`config.mk`:
```
export PLATFORM = sky130hd
export DESIGN_NAME = noc_output_arbiter
export DESIGN_NICKNAME = d
export VERILOG_FILES = /design/src/rtl/noc_output_arbiter_pkg.sv /design/src/rtl/noc_output_arbiter_rr_arbiter.sv /design/src/rtl/noc_output_arbiter.sv
export SDC_FILE = /design/constraint.sdc
export NUM_CORES = 1
export LEC_CHECK = 0
export ABC_AREA = 1
export CAP_MARGIN = 20
export CORE_ASPECT_RATIO = 1.5
export CORE_MARGIN = 8
export CORE_UTILIZATION = 41
export DETAILED_ROUTE_END_ITERATION = 10
export PLACE_DENSITY = 0.91
export SKIP_CTS_REPAIR_TIMING = 1
export SYNTH_ARGS = -nofsm -noshare
export SYNTH_HDL_FRONTEND = slang
export SYNTH_SLANG_ARGS = --single-unit
```
`constraint.sdc`:
```
create_clock -name clk -period 5.7 [get_ports clk]
set_input_delay 1.14 -clock clk [delete_from_list [all_inputs] [get_ports clk]]
set_output_delay 1.14 -clock clk [all_outputs]
set_load 0.02 [all_outputs]
```
`src/rtl/noc_output_arbiter_pkg.sv`:
```
// Shared NoC flit types, arbiter state encoding and the round-robin pick helper.
package noc_output_arbiter_pkg;

    localparam int N_PORTS    = 5;
    localparam int PORT_IDX_W = $clog2(N_PORTS);
    localparam int TAIL_LEN_W = 4;
    localparam int DEST_W     = 4;
    localparam int PAYLOAD_W  = 16;

    typedef enum logic [1:0] {
        FLIT_HEADER = 2'd0,
        FLIT_BODY   = 2'd1,
        FLIT_TAIL   = 2'd2
    } flit_type_e;

    typedef struct packed {
        logic [TAIL_LEN_W-1:0] tail_length;
        logic [DEST_W-1:0]     dest;
    } flit_hdr_info_t;

    typedef struct packed {
        flit_type_e             ftype;
        flit_hdr_info_t         hdr_info;
        logic [PAYLOAD_W-1:0]   payload;
    } flit_t;

    typedef enum logic [0:0] {
        ARB_IDLE   = 1'b0,
        ARB_LOCKED = 1'b1
    } arb_state_e;

    // First requester at or above ptr, wrapping past the last port.
    function automatic logic [PORT_IDX_W-1:0] rr_pick(input logic [N_PORTS-1:0]    req,
                                                      input logic [PORT_IDX_W-1:0] ptr);
        logic [PORT_IDX_W-1:0] win;
        logic [PORT_IDX_W:0]   sum;
        logic                  found;
        win   = '0;
        found = 1'b0;
        for (int k = 0; k < N_PORTS; k++) begin
            sum = {1'b0, ptr} + (PORT_IDX_W+1)'(k);
            if (sum >= (PORT_IDX_W+1)'(N_PORTS)) begin
                sum = sum - (PORT_IDX_W+1)'(N_PORTS);
            end else begin
                sum = sum;
            end
            if (!found && req[sum[PORT_IDX_W-1:0]]) begin
                found = 1'b1;
                win   = sum[PORT_IDX_W-1:0];
            end else begin
                found = found;
            end
        end
        return win;
    endfunction

endpackage

```
`src/rtl/noc_output_arbiter_rr_arbiter.sv`:
```
// Round-robin picker: request vector plus pointer gives winner index and any-valid.
module rr_arbiter #(
    parameter int N_IN  = 5,
    parameter int IDX_W = $clog2(N_IN)
) (
    input  logic [N_IN-1:0]  req,
    input  logic [IDX_W-1:0] ptr,
    output logic [IDX_W-1:0] grant_idx,
    output logic             any_valid
);

    // Upward search from ptr with wrap; the first hit wins.
    always_comb begin
        logic [IDX_W:0] sum;
        sum       = '0;
        grant_idx = '0;
        any_valid = 1'b0;
        for (int k = 0; k < N_IN; k++) begin
            sum = {1'b0, ptr} + (IDX_W+1)'(k);
            if (sum >= (IDX_W+1)'(N_IN)) begin
                sum = sum - (IDX_W+1)'(N_IN);
            end else begin
                sum = sum;
            end
            if (!any_valid && req[sum[IDX_W-1:0]]) begin
                any_valid = 1'b1;
                grant_idx = sum[IDX_W-1:0];
            end else begin
                any_valid = any_valid;
            end
        end
    end

endmodule

```
`src/rtl/noc_output_arbiter.sv`:
```
// Wormhole output arbiter: round-robin over header flits, link locked until packet end.
// Optional protocol checker with sticky err output is enabled by NOC_ARB_CHECK_EN.
module noc_output_arbiter
    import noc_output_arbiter_pkg::*;
#(
    parameter int N_IN  = N_PORTS,
    parameter int IDX_W = $clog2(N_IN)
) (
    input  logic             clk,
    input  logic             rst,
    input  logic [N_IN-1:0]  in_valid,
    input  flit_t            in_flit [N_IN],
    output logic [N_IN-1:0]  in_ready,
    output logic             out_valid,
    output flit_t            out_flit,
    input  logic             out_ready,
    output logic             busy,
    output logic [IDX_W-1:0] grant_idx
`ifdef NOC_ARB_CHECK_EN
    ,
    output logic             err
`endif
);

    arb_state_e            state_r, state_n;
    logic [IDX_W-1:0]      rr_ptr_r, rr_ptr_n, grant_idx_r, grant_idx_n, winner_s;
    logic [TAIL_LEN_W-1:0] rem_cnt_r, rem_cnt_n;
    logic                  hdr_done_r, hdr_done_n;
    logic                  any_cand_s, sel_valid_s, sel_is_hdr_s, xfer_s;
    logic [N_IN-1:0]       cand_s;
    flit_t                 sel_flit_s;

    for (genvar g = 0; g < N_IN; g++) begin : g_port
        assign cand_s[g]   = in_valid[g] && (in_flit[g].ftype == FLIT_HEADER);
        assign in_ready[g] = busy && out_ready && (grant_idx_r == IDX_W'(g));
    end

    rr_arbiter #(.N_IN(N_IN), .IDX_W(IDX_W)) u_rr (
        .req       (cand_s),
        .ptr       (rr_ptr_r),
        .grant_idx (winner_s),
        .any_valid (any_cand_s)
    );

    assign busy         = (state_r == ARB_LOCKED);
    assign grant_idx    = grant_idx_r;
    assign sel_flit_s   = in_flit[grant_idx_r];
    assign sel_valid_s  = in_valid[grant_idx_r];
    assign sel_is_hdr_s = (sel_flit_s.ftype == FLIT_HEADER);
    assign out_valid    = busy && sel_valid_s;
    assign out_flit     = busy ? sel_flit_s : '0;
    assign xfer_s       = out_valid && out_ready;

    // Arbitration in IDLE, packet length tracking and release in LOCKED.
    always_comb begin
        state_n     = state_r;
        rr_ptr_n    = rr_ptr_r;
        grant_idx_n = grant_idx_r;
        rem_cnt_n   = rem_cnt_r;
        hdr_done_n  = hdr_done_r;
        case (state_r)
            ARB_IDLE: begin
                if (any_cand_s) begin
                    grant_idx_n = winner_s;
                    rr_ptr_n    = (winner_s == IDX_W'(N_IN-1)) ? '0 : winner_s + IDX_W'(1);
                    hdr_done_n  = 1'b0;
                    state_n     = ARB_LOCKED;
                end else begin
                    state_n = ARB_IDLE;
                end
            end
            ARB_LOCKED: begin
                if (xfer_s && sel_is_hdr_s) begin
                    rem_cnt_n  = sel_flit_s.hdr_info.tail_length;
                    hdr_done_n = 1'b1;
                    if (sel_flit_s.hdr_info.tail_length == TAIL_LEN_W'(0)) begin
                        state_n = ARB_IDLE;
                    end else begin
                        state_n = ARB_LOCKED;
                    end
                end else if (xfer_s) begin
                    // Release at 1 so the counter never wraps below zero.
                    if (rem_cnt_r == TAIL_LEN_W'(1)) begin
                        rem_cnt_n = '0;
                        state_n   = ARB_IDLE;
                    end else if (rem_cnt_r != TAIL_LEN_W'(0)) begin
                        rem_cnt_n = rem_cnt_r - TAIL_LEN_W'(1);
                    end else begin
                        rem_cnt_n = rem_cnt_r;
                    end
                end else begin
                    state_n = ARB_LOCKED;
                end
            end
            default: begin
                state_n = ARB_IDLE;
            end
        endcase
    end

    // Arbiter state registers.
    always_ff @(posedge clk or posedge rst) begin
        if (rst) begin
            state_r     <= ARB_IDLE;
            rr_ptr_r    <= '0;
            grant_idx_r <= '0;
            rem_cnt_r   <= '0;
            hdr_done_r  <= 1'b0;
        end else begin
            state_r     <= state_n;
            rr_ptr_r    <= rr_ptr_n;
            grant_idx_r <= grant_idx_n;
            rem_cnt_r   <= rem_cnt_n;
            hdr_done_r  <= hdr_done_n;
        end
    end

`ifdef NOC_ARB_CHECK_EN
    logic [N_IN-1:0] non_hdr_s;
    logic            err_r, err_set_s;

    for (genvar g = 0; g < N_IN; g++) begin : g_chk
        assign non_hdr_s[g] = in_valid[g] && (in_flit[g].ftype != FLIT_HEADER);
    end

    assign err_set_s = ((state_r == ARB_IDLE) && (|non_hdr_s)) ||
                       ((state_r == ARB_LOCKED) && hdr_done_r && xfer_s && sel_is_hdr_s);
    assign err = err_r;

    // Sticky protocol error flag.
    always_ff @(posedge clk or posedge rst) begin
        if (rst) begin
            err_r <= 1'b0;
        end else if (err_set_s) begin
            err_r <= 1'b1;
            $display("noc_output_arbiter: flit order violation, state=%0d", state_r);
        end else begin
            err_r <= err_r;
        end
    end
`endif

endmodule

```
* Word level (Yosys, flattened, before mapping)
Index checks and enable logic that the tools add are counted.
Operators by class: reduce and logical (&&, ||, !) cells 35, order comparisons 12, equal/unequal tests 6, add/sub/neg operators 11, multiplexer cells 42, bitwise gates (word level) 2
Operator list (number):
- binary-select mux 26 bit (select 3 bit) | 1
- 2-to-1 mux 26 bit | 3
- 2-to-1 mux 3 bit | 11
- less-than comparator 3 x 4 -> 1 bit (second input constant) | 6
- binary-select mux 1 bit (select 3 bit) | 6
- logical AND 1 bit | 18
- greater-or-equal comparator 4 x 3 -> 1 bit (second input constant) | 4
- 2-to-1 mux 1 bit | 16
- 2-to-1 mux 4 bit | 4
- subtractor 3 bit (second input constant) | 5
- logical NOT 2 bit | 6
- adder 3 x 2 -> 4 bit (second input constant) | 2
- == test 3 x 2 -> 1 bit (second input constant) | 2
- == test 3 bit (second input constant) | 2
- adder 3 x 1 -> 4 bit (second input constant) | 1
- adder 3 x 3 -> 4 bit (second input constant) | 1
- == test 4 x 1 -> 1 bit (second input constant) | 1
- greater-or-equal comparator 4 bit (second input constant) | 1
- logical NOT 1 bit | 4
- logical NOT 4 bit | 1
- NOT 3 -> 4 bit | 1
- nonzero test 4 bit | 1
- subtractor 4 x 1 -> 4 bit (second input constant) | 1
- adder 3 x 1 -> 3 bit (second input constant) | 1
- 9 further kinds | 9
Word-level totals: word-level logic and storage cells 112, flip-flop bits (word level) 11, output and inout port bits 36, input bits 138

* Logic depth before layout (Yosys ltp)
Gate-level depths: netlist (run 1).
depth in word-level cells 19, depth in mapped cells 20

* By module
From an unflattened synthesis (run 1), not the netlist that was laid out.
Second synthesis, totals: cell total of the unflattened synthesis 523, area total of the unflattened synthesis 2922.8 um2
By module, submodules not included:
- noc_output_arbiter | cells an instance 362, times used 1, area an instance 2003.2 um2, sequential area each 275.3 um2
- rr_arbiter | cells an instance 161, times used 1, area an instance 919.6 um2, sequential area each 0.0 um2

* Worst setup path after synthesis (run 1)
No wires, ideal clock.
path type input-to-output, from input port in_valid[3], to output port out_valid, arrival time 1803 ps, setup slack 2757 ps, buffers on the path 0, required time 4560 ps, cell stages on the path 4, cell sequence inv_1 -> o22ai_1 -> o21ai_2 -> a21oi_1
Between the ends: cells in the longest elaborated chain, start to end 3
RTL lines:
- start, declared | RTL line noc_output_arbiter.sv:11 | input logic [N_IN-1:0] in_valid,
- binary-select mux 1 bit (select 3 bit) | RTL line noc_output_arbiter.sv:48 | assign sel_valid_s = in_valid[grant_idx_r];
- 2-to-1 mux 1 bit (implied by the code) | RTL line noc_output_arbiter.sv:48
- logical AND 1 bit | RTL line noc_output_arbiter.sv:50 | assign out_valid = busy && sel_valid_s;
- end, declared | RTL line noc_output_arbiter.sv:14 | output logic out_valid,
Every way passes these cells. The select of a mux whose other input is x is not followed.

==> results of run 1 <==
-- critical path: stages (launching register included) --
cell and delay, ns:
dfrtp_1 0.51, nor2_4 0.62, inv_2 0.13, nor2_4 0.51
inv_2 0.13, o21ai_0 0.33, inv_1 0.10, nor2_1 0.10
clkdlybuf4s50_1 0.62
-- cell families (layout without fill, tap and decap cells) --
kind of cell    Yosys count  after routing  synth area share
compound gates           95             95             0.234
xor+xnor                  4              4            0.0154
fa+ha+maj                12             12            0.0571
buf+inv                  76            237             0.106
flops                    11             11            0.0997
simple gates            286            286             0.488
-- power breakdown --
part           switching (mW)  internal, mW
sequential             0.0734         0.114
clock                  0.0286        0.0491
combinational            1.53         0.936
total                    1.64          1.10
-- metal layers --
layer  global-route usage  part of all wire  vias to the layer above
met2                0.499              0.52                      239
met4               0.0800             0.026                        0
met3               0.0544             0.091                       32
met5                    0                 0                        -
li1                     -                 -                     1943
met1                0.279              0.36                     1858
-- cells in the final DEF, fill, tap and decap left out, drive strengths merged --
cell	instances
a21oi	24
a22o	2
a22oi	40
clkbuf	4
clkdlybuf4s50	173
dfrtp	11
fa	1
ha	11
inv	60
nand2	187
nand3	51
nand4	17
nor2	30
nor3	1
o211ai	2
o21a	1
o21ai	20
o22ai	5
o31ai	1
xnor2	2
xor2	2
-- layout make-up --
type / count / area, um^2
multi-input combinational: 397 / 2190
fill: 564 / 1960
timing repair buffer: 173 / 1730
sequential: 11 / 275
inverter: 60 / 228
tap: 76 / 95.1
clock buffer: 4 / 45.0
-- worst max-delay path by stage --
stage	endpoint	slack, ns	depth (start not counted)
CTS	out_flit[23]	1.26	8
floorplan	out_valid	2.76	4
global route	out_flit[21]	1.04	8
global placement	out_flit[23]	1.55	8
finish	out_flit[23]	1.27	8
detailed placement	out_flit[23]	1.53	8
-- metrics by stage --
stage	cells	hold slack, ns	util	setup slack, ns	power, mW
after global routing	721	0.512	0.699	1.04	2.98
after detailed placement	717	0.474	0.693	1.53	2.62
after global placement	717	0.463	0.693	1.55	2.56
after floorplan	484	0.449	-	2.76	1.84
final	721	0.488	0.699	1.27	2.74
after CTS	721	0.497	0.699	1.26	2.72
-- registers in the layout (all words and copies together), names as in the netlist --
register and cells:
rem_cnt_r 4, grant_idx 3, busy 1, rr_ptr_r 3
==> impl_metrics.ini, run 1 <==
[critical_path]
worstRegToRegCells = 18
startpoint = grant_idx[0]$_DFFE_PP0P_
rr_endpoint = rr_ptr_r[1]$_DFFE_PP0P_
reg2reg_setup_slack_ns = 2.21
criticalPathCategory = reg2out
r2r-start = rr_ptr_r[0]$_DFFE_PP0P_
cp.required_ns = 4.56
cp_max_fo = 27
worstSetupStartpointType = register
end_kind = output pin
cp.arrival_ns = 3.29

[synthesis]
async_flop_share = 1.00
synth_enable_flop_cells = 0
synth_top_area_frac = 0.237
ys_warn_count = 0
syn_area_um2 = 2760
avgSynthCellArea_um2 = 5.71
yosysMostFrequentCell = nand2_1
synth_area_leader_cell = nand2_1
ys_seq_elements = 11
synthTopCellsByArea = nand2_1 (24%), a22oi_1 (11%), dfrtp_1 (10%)
synth_top_flop_cell = dfrtp_1
ys_seq_area_frac = 0.0997
syn_inst = 484
syn-num-nets = 634
synthTopCellsByCount = nand2_1 (174), inv_1 (48), nand3_1 (45)
synth_cell_types = 39

[die]
ios = 174
num_rows = 36
die_h_um = 117
core_um2 = 6530
dieArea_um2 = 9670
initial_core_util = 0.423
dieWidth_um = 83.0

[final_layout]
stdcell_area_um2 = 4570
final_layout_size_suffix_gt1_frac = 0.0822
nets = 796
diodes = 0
area_growth_syn_to_layout_pct = 65.4

[timing]
setup_viol_count_final = 0
drv_slew = 0
fin_crit_ns = 4.43
rsz0062_at_grt = no
finalHoldViolCount = 0
slew_headroom = 0.346
worst_slew_pin_slew_ns = 0.980
fmax_mhz = 226
finClkSkew_ns = 0.00399
finalSetupTns_ns = 0
period_share = 0.778

[clock_network]
cts_buffer_depth = 2
numCtsBuffers = 3
clockRootBuffer = clkbuf_8
cts_tree = yes
clk_pin_slew_ns = 0.05
cts.sinks = 11
clkLatencyLatePin_ns = 0.24
h-tree-depth = 1

[min_path]
hold_start = rem_cnt_r[1]$_DFFE_PP0P_
min_path_cells = 2
hold_path_end = rem_cnt_r[1]$_DFFE_PP0P_
hold_class = reg2reg

[pwr]
p_leak_nw = 2.09
vdd.ir_drop.worst_v = 0.000465
p_per_area_nw_per_um2 = 599

[job]
drv_cap = 0

[drt]
vias_per_cell = 5.65
ant_nets = 0
num_vias = 4072
drt_iter0_drc = 317
routed_wl_um = 13500
dr.pass1.iters = 6
routedWlPerCell_um = 18.7
drc = 0

[grt]
antenna_found_initial = 0
grt_max_degree = 30
track_usage = 0.261
grt_overflow_total = 0
grt_pass1_vias = 3979
grt_pass1_wl_um = 20800

[placed_design]
post_dp_cell_area_um2 = 4520
hpwlAfterDp_um = 11000
gp_congestion = 0.919
numPortBuffers = 173

[run_status]
status = finished clean
Power figures use the tool's default switching activity.
==> run 2: changes to the inputs <==
--- a/config.mk
+++ b/config.mk
@@ -9,9 +9,9 @@
 export CAP_MARGIN = 20
 export CORE_ASPECT_RATIO = 1.5
 export CORE_MARGIN = 8
-export CORE_UTILIZATION = 41
+export CORE_UTILIZATION = 34
 export DETAILED_ROUTE_END_ITERATION = 10
-export PLACE_DENSITY = 0.91
+export PLACE_DENSITY = 0.8
 export SKIP_CTS_REPAIR_TIMING = 1
 export SYNTH_ARGS = -nofsm -noshare
 export SYNTH_HDL_FRONTEND = slang
==> constraint.sdc (replaced) <==
create_clock -name clk -period 4 [get_ports clk]
set_input_delay 0.8 -clock clk [delete_from_list [all_inputs] [get_ports clk]]
set_output_delay 0.8 -clock clk [all_outputs]
set_load 0.02 [all_outputs]
==> run 2 against run 1 <==
Compared with the run above:
- global-route usage down 3.8 points
- wire length down 1.1%
- cell count grew 5.3%
- via count decreased by 1.8%
- non-clock buffer count up 9
- power rose by 47%
- combinational power up 46%
- clock power rose by 130%
- first-iteration DRC count is 36% lower
- sequential cell count is the same
- largest power group unchanged
- highest routed layer unchanged
==> impl_metrics.ini, run 2 (synthesized netlist as in run 1, its figures left out) <==
[run_status]
status = finished clean

[final_layout]
area_growth_syn_to_layout_pct = 70.4
diodes = 0
final_layout_size_suffix_gt1_frac = 0.0948
largest_register = rem_cnt_r
nets = 805
fin_cells = 759
layout_commonest_cell = nand2_1
fin_util = 0.591
layout_common_cells = nand2_1 (174), clkdlybuf4s50_1 (173), inv_1 (48)
nFillCells = 730
largest_reg_flops = 4

[critical_path]
cp.arrival_ns = 2.73
cp_slowest_cell = clkdlybuf4s50_1
end_kind = output pin
criticalPathCategory = reg2out
slowest_delay_ns = 0.62
reg2reg_setup_slack_ns = 0.71
path_cells = inv_2, nor2_4, nand2_1, nand4_1, nand2_1, o21ai_0, inv_1, nor2_1, clkdlybuf4s50_1
cp_common_cell = nand2_1
cp.required_ns = 3.20
worstSetupStartpointType = register
cp_max_fo = 23

[pwr]
vdd.ir_drop.worst_v = 0.000805
finalPower_mw = 4.03
p_leak_nw = 2.15
p_per_area_nw_per_um2 = 856

[timing]
fin_crit_ns = 3.53
period_share = 0.883
setup_viol_count_final = 0
finalHoldViolCount = 0
whs_ns = 0.477
finClkSkew_ns = 0.00130
finalSetupTns_ns = 0
rsz0062_at_grt = no
slew_headroom = 0.562
worst_slew_pin_slew_ns = 0.656
fmax_mhz = 283
drv_slew = 0

[die]
num_rows = 40
die_h_um = 126
dieArea_um2 = 11300
ios = 174
initial_core_util = 0.347
core_um2 = 7960
dieWidth_um = 89.6

[grt]
grt_overflow_total = 0
grt_pass1_vias = 4057
grt_max_degree = 29
grt_pass1_wl_um = 19900
track_usage = 0.223
antenna_found_initial = 0

[drt]
routedWlPerCell_um = 17.6
routed_wl_um = 13300
dr.pass1.iters = 5
vias_per_cell = 5.27
num_vias = 3997
drt_iter0_drc = 203
drc = 0
ant_nets = 0

[clock_network]
cts.sinks = 11
clk_pin_slew_ns = 0.04
cts_tree = yes
numCtsBuffers = 3
clkLatencyLatePin_ns = 0.24
clockRootBuffer = clkbuf_16
cts_buffer_depth = 2
h-tree-depth = 1

[placed_design]
numPortBuffers = 173
hpwlAfterDp_um = 11000
placed_cells = 755
gp_congestion = 0.999

[min_path]
hold_class = reg2reg

[job]
drv_cap = 0
[run 2: cell count changes in the layout (fill, tap and decap cells not counted), sizes merged]
cell	previous run	this run
buf	0	9
[run 2: where the power goes]
part           leakage, nW  internal (mW)  switching [mW]
logic                 1.97           1.38            2.22
registers            0.136          0.163          0.0856
clock network       0.0382          0.133          0.0461
[run 2: through the flow]
stage / instance area [um^2] / setup WS (ns)
finish: 4710 / 0.470
global route: 4710 / 0.303
CTS: 4710 / 0.423
detailed placement: 4630 / 0.678
global placement: 4630 / 0.708
floorplan: 2760 / 1.21
[run 2: layout make-up]
class                   count  area [um^2]  area share
clock buffers               4         78.8      0.0168
repair buffers            182         1800       0.382
well taps                 105          131      0.0279
multi-input cells         397         2190       0.466
inverters                  60          228      0.0484
flip-flops and latches     11          275      0.0585
[run 2: per-layer routing]
layer | vias up | share of wire | GRT usage | wire [um]
met5 | - | 0 | 0 | 0
met4 | 0 | 0.025 | 0.0778 | 333
met1 | 1833 | 0.36 | 0.224 | 4770
met2 | 175 | 0.53 | 0.429 | 7030
li1 | 1960 | - | - | -
met3 | 29 | 0.091 | 0.0394 | 1210
[run 2: worst paths after layout]
path,from,endpoint,cells after the start
hold / removal,rem_cnt_r[1]$_DFFE_PP0P_,rem_cnt_r[1]$_DFFE_PP0P_,2
setup reg to reg,rr_ptr_r[1]$_DFFE_PP0P_,rr_ptr_r[1]$_DFFE_PP0P_,17
max in group asynchronous,rst,rem_cnt_r[3]$_DFFE_PP0P_,2
hold reg to reg,rem_cnt_r[1]$_DFFE_PP0P_,rem_cnt_r[1]$_DFFE_PP0P_,2
min in group asynchronous,rst,grant_idx[2]$_DFFE_PP0P_,2
setup / recovery,grant_idx[0]$_DFFE_PP0P_,out_flit[21],9
[run 2: critical path: cells and delay by family (launching register included)]
| kind | cells | cell delay [ns] |
|---|---|---|
| AND/OR/NAND/NOR | 5 | 1.01 |
| AO/OA/AOI/OAI | 1 | 0.13 |
| buffers and inverters | 3 | 0.81 |
| flip-flops | 1 | 0.55 |
